**src/rtl/pwm_spi_sequencer.sv**
```systemverilog
// SPI master for the PWM peripheral config port: queues register read/write
// commands and shifts each out as a 16-bit mode-0 frame, strobing a response.
//
// state | meaning
// IDLE  | cs_n high; pop next command when the FIFO is non-empty
// LEAD  | cs_n low for one cycle, bit 15 on sdo before the first sclk rise
// SHIFT | 16 sclk periods; sample sdi on rise, advance sdo on fall
// TRAIL | cs_n low, sclk low for one cycle after the last bit
// GAP   | cs_n high for GAP cycles; response strobe on the first one
module pwm_spi_sequencer #(
    parameter int CLK_DIV    = 2,
    parameter int GAP        = 2,
    parameter int FIFO_DEPTH = 4
) (
    input  logic       clk,
    input  logic       rst,
    input  logic       cmd_valid,
    output logic       cmd_ready,
    input  logic       cmd_write,
    input  logic [5:0] cmd_addr,
    input  logic [7:0] cmd_wdata,
    output logic       rsp_valid,
    output logic [7:0] rsp_rdata,
    output logic       busy,
    output logic       sclk,
    output logic       cs_n,
    output logic       sdo,
    input  logic       sdi
);
    localparam logic [2:0] S_IDLE  = 3'd0;
    localparam logic [2:0] S_LEAD  = 3'd1;
    localparam logic [2:0] S_SHIFT = 3'd2;
    localparam logic [2:0] S_TRAIL = 3'd3;
    localparam logic [2:0] S_GAP   = 3'd4;

    localparam int DIV_W = (CLK_DIV > 1) ? $clog2(CLK_DIV) : 1;
    localparam int GAP_W = (GAP > 1) ? $clog2(GAP) : 1;
    localparam int PTR_W = $clog2(FIFO_DEPTH);
    localparam int CNT_W = PTR_W + 1;
    localparam logic [DIV_W-1:0] DIV_LOAD = DIV_W'(CLK_DIV - 1);
    localparam logic [GAP_W-1:0] GAP_LOAD = GAP_W'(GAP - 1);
    localparam logic [CNT_W-1:0] CNT_FULL = CNT_W'(FIFO_DEPTH);

    logic [2:0]       state, state_nxt;
    logic [DIV_W-1:0] div_cnt;
    logic [GAP_W-1:0] gap_cnt;
    logic [3:0]       bit_cnt;
    logic [14:0]      shreg;
    logic [7:0]       rx_sh;
    logic             cur_write;

    logic [14:0]      fifo_mem [FIFO_DEPTH];
    logic [PTR_W-1:0] wr_ptr, rd_ptr;
    logic [CNT_W-1:0] fifo_cnt, fifo_cnt_nxt;
    logic             push, pop;
    logic [14:0]      head;
    logic [15:0]      head_frame;
    logic             div_tc, gap_tc, bit_tc;

    assign push       = cmd_valid && cmd_ready;
    assign pop        = (state == S_IDLE) && (fifo_cnt != '0);
    assign head       = fifo_mem[rd_ptr];
    assign head_frame = {head[14], 1'b0, head[13:8], head[14] ? head[7:0] : 8'h00};
    assign div_tc     = (div_cnt == '0);
    assign gap_tc     = (gap_cnt == '0);
    assign bit_tc     = (bit_cnt == 4'd0);

    always_comb begin
        fifo_cnt_nxt = fifo_cnt;
        if (push && !pop)
            fifo_cnt_nxt = fifo_cnt + CNT_W'(1);
        else if (pop && !push)
            fifo_cnt_nxt = fifo_cnt - CNT_W'(1);
    end

    always_comb begin
        state_nxt = state;
        case (state)
            S_IDLE:  if (pop) state_nxt = S_LEAD;
            S_LEAD:  state_nxt = S_SHIFT;
            S_SHIFT: if (div_tc && sclk && bit_tc) state_nxt = S_TRAIL;
            S_TRAIL: state_nxt = S_GAP;
            S_GAP:   if (gap_tc) state_nxt = S_IDLE;
            default: state_nxt = S_IDLE;
        endcase
    end

    // Storage needs no reset: entries are only read behind the count.
    always_ff @(posedge clk) begin
        if (push)
            fifo_mem[wr_ptr] <= {cmd_write, cmd_addr, cmd_wdata};
    end

    always_ff @(posedge clk) begin
        if (rst) begin
            state     <= S_IDLE;
            wr_ptr    <= '0;
            rd_ptr    <= '0;
            fifo_cnt  <= '0;
            div_cnt   <= '0;
            gap_cnt   <= '0;
            bit_cnt   <= 4'd0;
            shreg     <= '0;
            rx_sh     <= 8'h00;
            cur_write <= 1'b0;
            cmd_ready <= 1'b1;
            busy      <= 1'b0;
            cs_n      <= 1'b1;
            sclk      <= 1'b0;
            sdo       <= 1'b0;
            rsp_valid <= 1'b0;
            rsp_rdata <= 8'h00;
        end else begin
            state     <= state_nxt;
            fifo_cnt  <= fifo_cnt_nxt;
            cmd_ready <= (fifo_cnt_nxt != CNT_FULL);
            busy      <= (fifo_cnt_nxt != '0) || (state_nxt != S_IDLE);
            rsp_valid <= 1'b0;
            if (push)
                wr_ptr <= wr_ptr + PTR_W'(1);
            if (pop)
                rd_ptr <= rd_ptr + PTR_W'(1);

            case (state)
                S_IDLE: begin
                    if (pop) begin
                        shreg     <= head_frame[14:0];
                        cur_write <= head[14];
                        cs_n      <= 1'b0;
                        sclk      <= 1'b0;
                        sdo       <= head_frame[15];
                    end
                end
                S_LEAD: begin
                    div_cnt <= DIV_LOAD;
                    bit_cnt <= 4'd15;
                end
                S_SHIFT: begin
                    if (!div_tc) begin
                        div_cnt <= div_cnt - DIV_W'(1);
                    end else if (!sclk) begin
                        sclk    <= 1'b1;
                        rx_sh   <= {rx_sh[6:0], sdi};
                        div_cnt <= DIV_LOAD;
                    end else begin
                        // Falling sclk: next bit out, or leave for TRAIL after bit 0.
                        sclk <= 1'b0;
                        if (!bit_tc) begin
                            bit_cnt <= bit_cnt - 4'd1;
                            shreg   <= {shreg[13:0], 1'b0};
                            sdo     <= shreg[14];
                            div_cnt <= DIV_LOAD;
                        end
                    end
                end
                S_TRAIL: begin
                    cs_n      <= 1'b1;
                    sdo       <= 1'b0;
                    rsp_valid <= 1'b1;
                    rsp_rdata <= cur_write ? 8'h00 : rx_sh;
                    gap_cnt   <= GAP_LOAD;
                end
                S_GAP: begin
                    if (!gap_tc)
                        gap_cnt <= gap_cnt - GAP_W'(1);
                end
                default: ;
            endcase
        end
    end
endmodule

```
**config.mk**
```make
export PLATFORM = sky130hd
export DESIGN_NAME = pwm_spi_sequencer
export DESIGN_NICKNAME = d
export VERILOG_FILES = /design/src/rtl/pwm_spi_sequencer.sv
export SDC_FILE = /design/constraint.sdc
export NUM_CORES = 1
export LEC_CHECK = 0
export CAP_MARGIN = 0
export CELL_PAD_IN_SITES_DETAIL_PLACEMENT = 1
export CELL_PAD_IN_SITES_GLOBAL_PLACEMENT = 1
export CORE_ASPECT_RATIO = 0.75
export CORE_MARGIN = 2
export CORE_UTILIZATION = 52
export DETAILED_ROUTE_END_ITERATION = 10
export PLACE_DENSITY_LB_ADDON = 0.1
export SYNTH_ARGS = -nofsm -noshare
export SYNTH_HDL_FRONTEND = slang
export SYNTH_SLANG_ARGS = --single-unit
```
**constraint.sdc**
```tcl
create_clock -name clk -period 3.47 [get_ports clk]
set_input_delay 0.347 -clock clk [delete_from_list [all_inputs] [get_ports clk]]
set_output_delay 0.347 -clock clk [all_outputs]
set_load 0.03 [all_outputs]
```
== Word level (Yosys, flattened, before mapping) ==
Memories as Yosys holds them, arrays and structs flattened. A register that Yosys moved wholly into a read port is not among the register bits.
Index checks and enable logic that the tools add are counted.

* Reduce and logical (&&, ||, !) cells: 26
* Bitwise gates (word level): 2
* Equal/unequal tests: 9
* Add/subtract/negate cells: 7
* Multiplexer cells: 38

{| class="wikitable"
|+ Operators by type and width
! cell !! number
|-
| two-way mux 15 bit || 4
|-
| case mux 15 bit (2 select lines) || 1
|-
| two-way mux 8 bit || 2
|-
| two-way mux 3 bit || 5
|-
| case mux 3 bit (5 select lines) || 1
|-
| two-way mux 1 bit || 14
|-
| two-way mux 4 bit || 3
|-
| nonzero test 3 bit || 4
|-
| AND reduction 5 bit || 2
|-
| inequality test 2 bit (second input constant) || 4
|-
| case mux 1 bit (2 select lines) || 4
|-
| case mux 4 bit (2 select lines) || 1
|-
| nonzero test 2 bit || 4
|-
| equality test 3 x 2 -> 1 bit (second input constant) || 2
|-
| logical AND 1 bit || 6
|-
| AND reduction 3 bit || 2
|-
| adder 2 x 1 -> 2 bit (second input constant) || 2
|-
| logical NOT 4 bit || 1
|-
| two-way mux 2 bit || 2
|-
| AND reduction 2 bit || 2
|-
| AND reduction 4 bit || 1
|-
| subtractor 4 x 1 -> 4 bit (second input constant) || 1
|-
| adder 3 x 1 -> 3 bit (second input constant) || 1
|-
| equality test 3 x 1 -> 1 bit (second input constant) || 1
|-
| other kinds (9) || 12
|}

* Logic and storage cells: 100
* Output and inout port bits: 14
* Flip-flop bits (word level): 54
* Memories kept: 1
* Bits in writable memories: 60
* Input port bits: 19

{| class="wikitable"
|+ Memory list
! name !! depth !! bits a word !! rd ports !! clocked after Yosys merged registers in !! write ports !! line !! RTL
|-
| fifo_mem || 4 || 15 || 1 || 1 || 1 || 52 || <nowiki>logic [14:0] fifo_mem [FIFO_DEPTH];</nowiki>
|}

== Longest topological paths before layout ==
Gate-level depths: netlist of run 1.

* Depth in word-level cells: 7
* Depth in mapped cells: 8

== Worst setup path before layout of run 1 ==
Ideal clock, no wire load.

* Path kind: flip-flop to flip-flop
* Start: register fifo_cnt[0]
* End: register shreg[1]
* Path slack: 1.502 ns
* Stages on the path, launching flop included: 8
* Buffers on the path: 0
* Required time: 3.327 ns
* Arrival time: 1.824 ns
* Clock period less this slack: 1.968 ns
* Setup time: 0.143 ns
* Cells stage by stage: dfxtp_1 -> inv_1 -> ha_1 -> ha_1 -> and2b_1 -> a2111o_1 -> nor2_1 -> a311oi_1

* Longest elaborated chain between the ends: 4

{| class="wikitable"
|+ RTL lines
! what !! line !! RTL
|-
| start: declaration || 54 || <nowiki>logic [CNT_W-1:0] fifo_cnt, fifo_cnt_nxt;</nowiki>
|-
| start signal: assignment || 115 || <nowiki>fifo_cnt <= fifo_cnt_nxt;</nowiki>
|-
| nonzero test 3 bit || 61 || <nowiki>assign pop = (state == S_IDLE) && (fifo_cnt != '0);</nowiki>
|-
| logical AND 1 bit || 61 ||
|-
| inequality test 2 bit (no source line) || -- ||
|-
| AND reduction 5 bit (no source line) || -- ||
|-
| end signal: assignment || 127 || <nowiki>shreg <= head_frame[14:0];</nowiki>
|-
| end signal: assignment || 150 || <nowiki>shreg <= {shreg[13:0], 1'b0};</nowiki>
|-
| end: declaration || 48 || <nowiki>logic [14:0] shreg;</nowiki>
|}

Every way passes these cells.
A chain may end at the register's enable or synchronous reset.

== Final worst setup path of run 1 ==
* Start: register state[1]
* End: register rx_sh[5]

* Longest elaborated chain between the ends: 2

{| class="wikitable"
|+ RTL lines
! what !! line !! RTL
|-
| start: declaration || 44 || <nowiki>logic [2:0] state, state_nxt;</nowiki>
|-
| start signal: assignment || 114 || <nowiki>state <= state_nxt;</nowiki>
|-
| equality test 3 x 2 -> 1 bit || 124 || <nowiki>case (state)</nowiki>
|-
| AND reduction 3 bit (no source line) || -- ||
|-
| end signal: assignment || 143 || <nowiki>rx_sh <= {rx_sh[6:0], sdi};</nowiki>
|-
| end: declaration || 49 || <nowiki>logic [7:0] rx_sh;</nowiki>
|}

Every way passes these cells.

==> impl_metrics.csv, run 1 <==
group,metric,value,unit
flow_run,maxCapViolCount,0,
pwr,vdd_ir_drop_max,0.000572,V
sta,tightest_slew,0.939,ns
sta,period_share,76.2,%
setup_path,reg2reg_slack,0.83,ns
placed_design,placedCellCount,488,
drt,wl,11.1,mm
cells_and_area,final_cells,519,
cells_and_area,drive_above_1_share,15.5,%
sta,tns,0,ns
setup_path,path_cells,"or3b_1 > nor3_2 > mux2i_1 > nor2_1",
yosys,synth-compound-area-share,12.3,%
yosys,synth_adder_area_share,2.36,%
placed_design,gp_congestion,0.814,
setup_path,critPathRequiredTime,3.76,ns
placed_design,io_buffer_count,32,
clocking,cts_buffers,17,
clocking,h-tree-depth,4,
clocking,clk_transition_reported_paths,0.05,ns
sta,min_period,2.64,ns
yosys,synthSimpleGateAreaFrac,10.5,%
yosys,syn-cell-area,4770,um2
floorplan,core,8970,um2
clocking,postCtsResizedCells,0,
global_route,antenna_found_initial,0,
floorplan,ioPinCount,33,
cells_and_area,nNetsFinal,423,
setup_path,start_kind,"flop",
sta,hold_violations,0,
floorplan,initial_core_util,53.1,%
pwr,powerDensity,928,nW/um2
yosys,synth_fp_nets,388,
clocking,hold_buffers,0,
yosys,seq_area_frac_synth,61.3,%
sta,timing.fmax,378,MHz
yosys,synth-seq-cells,116,
drt,avgRoutedWirePerCell,21.3,um
sta,fin_skew,0.0108,ns
yosys,yosysUniqueCellTypes,51,
cells_and_area,diodes,0,
yosys,syn_avg_cell_area,13.2,um2
setup_path,crit_path_max_fanout,16,
yosys,synth_edf_count,60,
drt,ant_nets,0,
yosys,post_synth_mux_area_share,8.77,%
min_path,min_to,"rsp_rdata[5]",
yosys,synth_top_family_by_area,"compound AO/OA/AOI/OAI gates",
pwr,p_leak,0.00196,uW
placed_design,hpwl,6.82,mm
drt,vias,3102,
floorplan,die_area,9960,um2
yosys,yosys_warnings,0,
sta,slew-limit-headroom,37.3,%
floorplan,row_count,30,
clocking,cts_tree,"done",
yosys,ys.flop_type,"edfxtp_1",
sta,fin_hold_ws,0.475,ns
drt,drtPass1Iterations,4,
min_path,worstHoldPathType,"flop to flop",
floorplan,fp.dieW,115,um
setup_path,critPathCaptureType,"flop",
clocking,cts_setup_buffers,0,
global_route,grt_start_max_net_pins,26,
cells_and_area,area_growth,19.8,%
clocking,cts_root_buf,"clkbuf_16",
setup_path,r2r-start,"state[1]",
clocking,clk_path_buf_depth,2,
global_route,track_usage,24.7,%
outcome,run_status,"completed",
drt,drcViolationCount,0,
sta,drv_slew,0,
min_path,hold_start,"rsp_rdata[5]",
setup_path,crit_slowest_cell,"nor3_2",
setup_path,r2r_cells,4,
setup_path,slowest_delay,0.79,ns
min_path,whs_path_depth,1,
setup_path,cp.arrival,2.93,ns
global_route,grt_pass1_vias,3306,
global_route,grt_pass1_wl,17.8,mm
setup_path,path_class,"flop to flop",
clocking,clk_latency,0.41,ns
floorplan,dieHeight,86.9,um
global_route,grt-ovfl-total,0,
yosys,synthArstFlopShare,0,%
pwr,total_power,5300,uW
yosys,synth_xor_area_share,0.919,%
yosys,syn_inst,360,
sta,grt_setup_unrepaired,"no",
drt,via_per_inst,5.98,
drt,drt_iter0_drc,227,
clocking,clock-sinks,116,
setup_path,r2r_end,"rx_sh[5]",
sta,setup_viol,0,
[cell usage after synthesis, types with 3 or more instances]
cell type	number	area [um2]
nand2b_1	9	56.3
nor3_1	4	20.0
clkbuf_1	7	26.3
o21ai_0	7	35.0
inv_1	11	41.3
nor2_1	20	75.1
ha_1	9	113
nand2_1	21	78.8
xnor2_1	4	35.0
a21oi_1	28	140
a311oi_1	10	87.6
o22ai_1	7	43.8
buf_6	4	45.0
buf_2	6	30.0
edfxtp_1	60	1800
nand4_1	3	18.8
mux4_2	15	338
mux2i_1	8	80.1
and3_1	5	31.3
buf_4	5	37.5
dfxtp_1	56	1120
a211oi_1	9	67.6
a22o_1	8	70.1
nand3_1	13	65.1
[worst max-delay path: cells and delay by family, from the launching register on]
| kind | cells | cell delay, ns |
|---|---|---|
| DFF | 1 | 0.70 |
| muxes | 1 | 0.28 |
| and+or+nand+nor | 3 | 1.53 |
[flip-flops by register name (all words and copies together) (netlist names), named ones only]
signal and cells:
wr_ptr 2, rsp_rdata 8, shreg 15, div_cnt 1, sdo 1, sclk 1, cmd_ready 1, cs_n 1
cur_write 1, rx_sh 8, bit_cnt 4, gap_cnt 1, state 3, busy 1, rd_ptr 2, rsp_valid 1
fifo_cnt 3, fifo_mem 60
[kinds of logic after synthesis]
group | Yosys count
compound gates | 83
xor+xnor | 5
fa+ha+maj | 9
buf+inv | 34
flops | 116
mux | 23
simple gates | 90
[per-layer routing]
metal / wire, um / GRT usage (%)
met5: 0 / 0
met2: 5530 / 40.3
met4: 89 / 9.31
met1: 5110 / 31.6
met3: 328 / 6.96
[report_power, final]
| part | total (uW) | internal, uW | leakage [uW] | switching, uW |
|---|---|---|---|---|
| Sequential | 1920 | 1710 | 0.00101 | 201 |
| Combinational | 1680 | 689 | 0.000676 | 995 |
| Clock | 1700 | 1110 | 0.000280 | 588 |
| Total | 5300 | 3510 | 0.00196 | 1780 |
[layout by cell type (no fill, tap or decap), types with 2 or more instances in the layout]
cell,n
a211oi_1,9
a21oi_1,28
a22o_1,8
a311oi_1,10
a31o_2,2
a31oi_1,2
and3_1,5
buf_4,7
bufinv_16,3
clkbuf_1,2
clkbuf_16,17
clkdlybuf4s50_1,32
clkinv_2,6
clkinvlp_4,2
dfxtp_1,56
edfxtp_1,60
ha_1,9
inv_1,11
mux2i_1,8
mux4_2,15
nand2_1,21
nand2b_1,9
nand3_1,13
nand4_1,3
nor2_1,20
nor2b_1,2
nor3_1,4
nor3_2,2
o21ai_0,7
o22ai_1,7
xnor2_1,4
[how the worst max path moves through the flow]
stage                      startpoint  slack [ns]  depth (start not counted)        to
after CTS                    state[1]        0.86                          4  rx_sh[3]
after detailed placement     state[1]        0.94                          4  rx_sh[3]
final                        state[1]        0.83                          4  rx_sh[5]
after floorplan           fifo_cnt[0]        1.50                          7  shreg[1]
after global placement       state[1]        1.03                          4  rx_sh[0]
after global routing         state[1]        0.65                          4  rx_sh[3]
[final cells by class]
type | count | area [um2]
Clock buffer | 19 | 433
Clock inverter | 12 | 139
Fill cell | 866 | 3260
Inverter | 11 | 41.3
Multi-Input combinational cell | 210 | 1660
Sequential cell | 116 | 2920
Tap cell | 112 | 140
Timing Repair Buffer | 39 | 373
[through the flow]
step / cell area, um2 / utilization [%] / worst slack, ns
floorplan: 4770 / - / 1.50
global placement: 5140 / 57.3 / 1.03
detailed placement: 5140 / 57.3 / 0.940
CTS: 5710 / 63.6 / 0.859
global route: 5710 / 63.6 / 0.653
finish: 5710 / 63.6 / 0.827
Note: power is estimated with default switching activity, not from simulation.
==> run 2: changes to the inputs <==
--- a/config.mk
+++ b/config.mk
@@ -10,7 +10,7 @@
 export CELL_PAD_IN_SITES_GLOBAL_PLACEMENT = 1
 export CORE_ASPECT_RATIO = 0.75
 export CORE_MARGIN = 2
-export CORE_UTILIZATION = 52
+export CORE_UTILIZATION = 43
 export DETAILED_ROUTE_END_ITERATION = 10
 export PLACE_DENSITY_LB_ADDON = 0.1
 export SYNTH_ARGS = -nofsm -noshare
==> constraint.sdc (replaced) <==
create_clock -name clk -period 2.37 [get_ports clk]
set_input_delay 0.237 -clock clk [delete_from_list [all_inputs] [get_ports clk]]
set_output_delay 0.237 -clock clk [all_outputs]
set_load 0.03 [all_outputs]
==> run 2 against run 1 <==
Sequential power rose by 43%. Routed wire length fell by 6.7%. Hold slack got worse by 0.0072 ns. Maximum frequency rose by 22%.
==> impl_metrics.csv, run 2 (synthesis results as in run 1) <==
group,metric,value,unit
pwr,p_leak,0.00203,uW
cells_and_area,drive_above_1_share,19.4,%
placed_design,hpwl,6.67,mm
pwr,powerDensity,1330,nW/um2
setup_path,cp.buffers_inverters,2,
pwr,swShare,34.4,%
sta,fin_skew,0.00814,ns
clocking,cts_buffers,17,
clocking,cts_root_buf,"clkbuf_16",
pwr,share_comb_of_total_power,33.5,%
sta,setup_viol,0,
setup_path,endpoint,"shreg[4]",
setup_path,critPathCaptureType,"flop",
clocking,hold_buffers,0,
global_route,grt_use_met1,25.5,%
cells_and_area,final_cells,562,
cells_and_area,final_cell_mix,"edfxtp_1, dfxtp_1, clkdlybuf4s50_1",
setup_path,start_kind,"flop",
setup_path,path_cells,"inv_1 > ha_1 > ha_1 > and2b_1 > a2111oi_4 > buf_4 > a21oi_1 > a311oi_1",
global_route,grt_pass1_vias,3303,
pwr,vdd_ir_drop_max,0.000560,V
sta,tns,0,ns
sta,timing.fmax,460,MHz
setup_path,crit_path_max_fanout,20,
placed_design,placedCellCount,530,
setup_path,r2r_cells,8,
clocking,clk_path_buf_depth,2,
setup_path,cpMostUsedCell,"ha_1",
drt,drcViolationCount,0,
clocking,clk_transition_reported_paths,0.06,ns
clocking,h-tree-depth,4,
sta,period_share,91.8,%
sta,tightest_slew,0.584,ns
floorplan,dieHeight,95.2,um
setup_path,crit_cells,8,
cells_and_area,nNetsFinal,437,
sta,fin_hold_ws,0.467,ns
clocking,clock-sinks,116,
setup_path,startpoint,"fifo_cnt[0]",
placed_design,io_buffer_count,32,
floorplan,core,10900,um2
drt,avgRoutedWirePerCell,18.4,um
global_route,track_usage,18.9,%
cells_and_area,top_regs,"fifo_mem: 60 flops, shreg: 15 flops",
global_route,grt-ovfl-total,0,
clocking,clk_latency,0.41,ns
drt,drtPass1Iterations,4,
global_route,busiest_layer,"met2",
floorplan,initial_core_util,43.9,%
pwr,power_frac_seq,35.1,%
sta,grt_setup_unrepaired,"no",
drt,ant_nets,0,
cells_and_area,fillCellCount,1063,
placed_design,gp_congestion,0.752,
setup_path,path_class,"flop to flop",
sta,hold_violations,0,
floorplan,ioPinCount,33,
global_route,antenna_found_initial,0,
flow_run,maxCapViolCount,0,
global_route,grt_pass1_wl,17.3,mm
setup_path,reg2reg_slack,0.20,ns
setup_path,r2r_end,"shreg[4]",
clocking,cts_tree,"done",
cells_and_area,largest_reg_flops,60,
floorplan,fp.dieW,126,um
drt,via_per_inst,5.50,
global_route,gr-usage-met2,29.4,%
cells_and_area,diodes,0,
cells_and_area,regMostFlops,"fifo_mem",
pwr,p_clk_share,31.5,%
floorplan,row_count,33,
setup_path,critPathRequiredTime,2.68,ns
sta,drv_slew,0,
drt,wl,10.3,mm
clocking,cts_setup_buffers,0,
setup_path,cp.arrival,2.48,ns
pwr,internal_power,5120,uW
sta,min_period,2.17,ns
setup_path,slowest_delay,0.43,ns
global_route,grt_start_max_net_pins,32,
clocking,postCtsResizedCells,0,
floorplan,die_area,12000,um2
pwr,switchingPower,2690,uW
outcome,run_status,"completed",
cells_and_area,layout_commonest_cell,"edfxtp_1",
global_route,use_met3,5.16,%
min_path,worstHoldPathType,"input port to flop",
drt,drt_iter0_drc,180,
drt,vias,3091,
setup_path,cpLargestDelayFamily,"compound AO/OA/AOI/OAI gates",
setup_path,crit_slowest_cell,"dfxtp_1",
cells_and_area,area_growth,23.1,%
sta,slew-limit-headroom,60.9,%
setup_path,r2r-start,"fifo_cnt[0]",
-- run 2: changes by cell type in the layout (fill, tap and decap cells not counted), moves of 2 or more --
cell       delta
inv_6         +6
clkbuf_1      -2
bufinv_16     -2
clkinv_2      -5
buf_4        +13
clkinv_4      +3
-- run 2: worst min path at each step --
stage | start | end | cells after the start
6_report | cmd_addr[4] | fifo_mem[0][12] | 1
5_1_grt | cmd_addr[3] | fifo_mem[3][11] | 1
4_1_cts | cmd_addr[4] | fifo_mem[0][12] | 1
3_5_place_dp | rx_sh[7] | rsp_rdata[7] | 1
3_3_place_gp | rx_sh[7] | rsp_rdata[7] | 1
2_1_floorplan | cmd_wdata[0] | fifo_mem[0][0] | 0
-- run 2: power by group through the flow --
stage	registers, uW	clock network (uW)	logic, uW
finish	2740	2460	2610
global route	2790	2590	2930
CTS	2750	2510	2620
detailed placement	2780	0	2590
global placement	2760	0	2520
floorplan	2750	0	1910
-- run 2: area by class of cell --
cell class	count	area, um2	share of cell area [%]
Timing Repair Buffer	53	490	8.36
Clock buffer	17	425	7.25
Clock inverter	15	148	2.52
Multi-Input combinational cell	210	1660	28.4
Sequential cell	116	2920	49.8
Inverter	11	41.3	0.704
Tap cell	140	175	2.99
-- run 2: routing by layer --
metal  share of wire (%)  wire [um]
met5                   0          0
met4                0.96         99
met3                 3.4        355
met2                  47       4830
met1                  49       5030
-- run 2: stage by stage --
step	utilization, %	instance area (um2)	setup WS, ns	total power [uW]
3_3_place_gp	48.7	5290	0.248	5280
3_5_place_dp	48.7	5290	0.158	5360
5_1_grt	54.0	5870	0.00160	8310
2_1_floorplan	-	4770	0.402	4660
6_report	54.0	5870	0.195	7810
4_1_cts	54.0	5860	0.0932	7880
==> run 3: changes to the inputs <==
--- a/config.mk
+++ b/config.mk
@@ -12,7 +12,7 @@
 export CORE_MARGIN = 2
 export CORE_UTILIZATION = 43
 export DETAILED_ROUTE_END_ITERATION = 10
-export PLACE_DENSITY_LB_ADDON = 0.1
+export PLACE_DENSITY = 0.7
 export SYNTH_ARGS = -nofsm -noshare
 export SYNTH_HDL_FRONTEND = slang
 export SYNTH_SLANG_ARGS = --single-unit
==> run 3 against run 2 <==
Utilization shrank 0.36 points. Maximum frequency is 2.2% lower. Non-clock buffer count down 4. Via count down 1.2%. Largest power group unchanged. Highest routed layer unchanged.
==> impl_metrics.csv, run 3 (synthesis results as in run 1) <==
group,metric,value,unit
sta,tns,0,ns
sta,tightest_slew,0.695,ns
setup_path,cp.arrival,2.53,ns
clocking,postCtsResizedCells,0,
setup_path,reg2reg_slack,0.15,ns
clocking,cts_root_buf,"clkbuf_16",
cells_and_area,final_core_util,53.7,%
cells_and_area,drive_above_1_share,17.2,%
drt,vias,3054,
drt,drt_iter0_drc,181,
pwr,power_frac_seq,35.6,%
clocking,clock-sinks,116,
sta,hold_violations,0,
global_route,grt-ovfl-total,0,
setup_path,start_kind,"flop",
cells_and_area,diodes,0,
global_route,track_usage,18.8,%
setup_path,critPathRequiredTime,2.68,ns
floorplan,initial_core_util,43.9,%
sta,fin_skew,0.00673,ns
cells_and_area,fillCellCount,1079,
pwr,share_comb_of_total_power,33.4,%
floorplan,fp.dieW,126,um
setup_path,slowest_delay,0.66,ns
placed_design,io_buffer_count,32,
floorplan,ioPinCount,33,
setup_path,crit_path_max_fanout,7,
outcome,run_status,"completed",
global_route,grt_start_max_net_pins,48,
cells_and_area,largest_reg_flops,60,
cells_and_area,layout_commonest_cell,"edfxtp_1",
global_route,grt_pass1_vias,3235,
clocking,cts_buffers,17,
placed_design,gp_congestion,0.757,
cells_and_area,nNetsFinal,433,
sta,grt_setup_unrepaired,"no",
floorplan,core,10900,um2
setup_path,path_cells,"inv_1 > ha_1 > ha_1 > or4_1 > nand3_2 > a211oi_1 > a311oi_1",
sta,setup_viol,0,
placed_design,hpwl,6.78,mm
global_route,antenna_found_initial,0,
global_route,grt_pass1_wl,16.9,mm
placed_design,post-place-ws,0.0996,ns
min_path,worstHoldPathType,"input port to flop",
clocking,hold_buffers,0,
setup_path,crit_slowest_cell,"or4_1",
flow_run,maxCapViolCount,0,
drt,avgRoutedWirePerCell,18.7,um
sta,drv_slew,0,
pwr,switchingPower,2570,uW
setup_path,critPathCaptureType,"flop",
floorplan,row_count,33,
drt,via_per_inst,5.47,
floorplan,die_area,12000,um2
clocking,cts_setup_buffers,0,
cells_and_area,top_regs,"fifo_mem: 60 flops, shreg: 15 flops",
clocking,clk_transition_reported_paths,0.05,ns
cells_and_area,regMostFlops,"fifo_mem",
drt,drcViolationCount,0,
drt,drtPass1Iterations,4,
pwr,vdd_ir_drop_max,0.000549,V
floorplan,dieHeight,95.2,um
clocking,clk_path_buf_depth,2,
sta,timing.fmax,450,MHz
pwr,swShare,33.3,%
clocking,clk_latency,0.41,ns
setup_path,path_class,"flop to flop",
sta,min_period,2.22,ns
cells_and_area,area_growth,22.3,%
pwr,p_clk_share,30.9,%
sta,period_share,93.8,%
clocking,cts_tree,"done",
drt,ant_nets,0,
sta,slew-limit-headroom,53.7,%
clocking,h-tree-depth,4,
pwr,internal_power,5160,uW
drt,wl,10.4,mm
sta,worst_slack,0.147,ns
pwr,powerDensity,1330,nW/um2
setup_path,cpMostUsedCell,"ha_1",
cells_and_area,final_cell_mix,"edfxtp_1, dfxtp_1, clkdlybuf4s50_1",
pwr,p_leak,0.00201,uW
run 3: changes by cell type in the layout (fill, tap and decap cells not counted), moves of 3 or more:
cell      previous run  this run
buf_4               20        14
clkbuf_1             0         3
clkinv_1             0         3
clkinv_2             1         4
clkinv_4             3         0
inv_6                6         0
run 3: worst max-delay path: cells and delay by family (launching register included):
kind                       cells  cell delay, ns
AOI/OAI and AO/OA              2            0.38
and+or+nand+nor                2            0.83
DFF                            1            0.40
buffers and inverters          1            0.08
adders and majority gates      2            0.44
run 3: cell type report:
| class | instances | area [um2] | area share, % |
|---|---|---|---|
| inverter | 11 | 41.3 | 0.708 |
| clock buffer | 20 | 437 | 7.49 |
| sequential | 116 | 2920 | 50.2 |
| multi-input combinational | 210 | 1660 | 28.5 |
| timing repair buffer | 49 | 477 | 8.18 |
| clock inverter | 12 | 114 | 1.95 |
| tap | 140 | 175 | 3.01 |
run 3: metrics by stage:
stage	hold slack, ns	std cells	cell area, um2	total power (uW)
after floorplan	0.336	360	4770	4660
after global placement	0.465	526	5270	5230
after detailed placement	0.466	526	5270	5350
after CTS	0.442	558	5820	7800
after global routing	0.461	558	5830	8190
final	0.457	558	5830	7730
run 3: routing by layer:
metal	up-vias	track usage (%)	wire length, um
met5	-	0	0
met4	0	7.50	140
met3	16	5.50	335
met2	39	30.5	5020
met1	1531	24.1	4940
li1	1468	-	-
run 3: path summary, 6_finish.rpt:
path                    endpoint  cells past startpoint    startpoint
setup reg to reg     fifo_cnt[1]                      7   fifo_cnt[1]
hold / removal    fifo_mem[1][1]                      1  cmd_wdata[1]
setup / recovery     fifo_cnt[1]                      7   fifo_cnt[1]
hold reg to reg             cs_n                      2          cs_n
run 3: power groups by stage:
stage               clock network [uW]  logic (uW)  registers [uW]
detailed placement                   0        2560            2790
CTS                               2440        2600            2760
floorplan                            0        1910            2750
global placement                     0        2460            2760
global route                      2540        2850            2800
finish                            2390        2590            2760
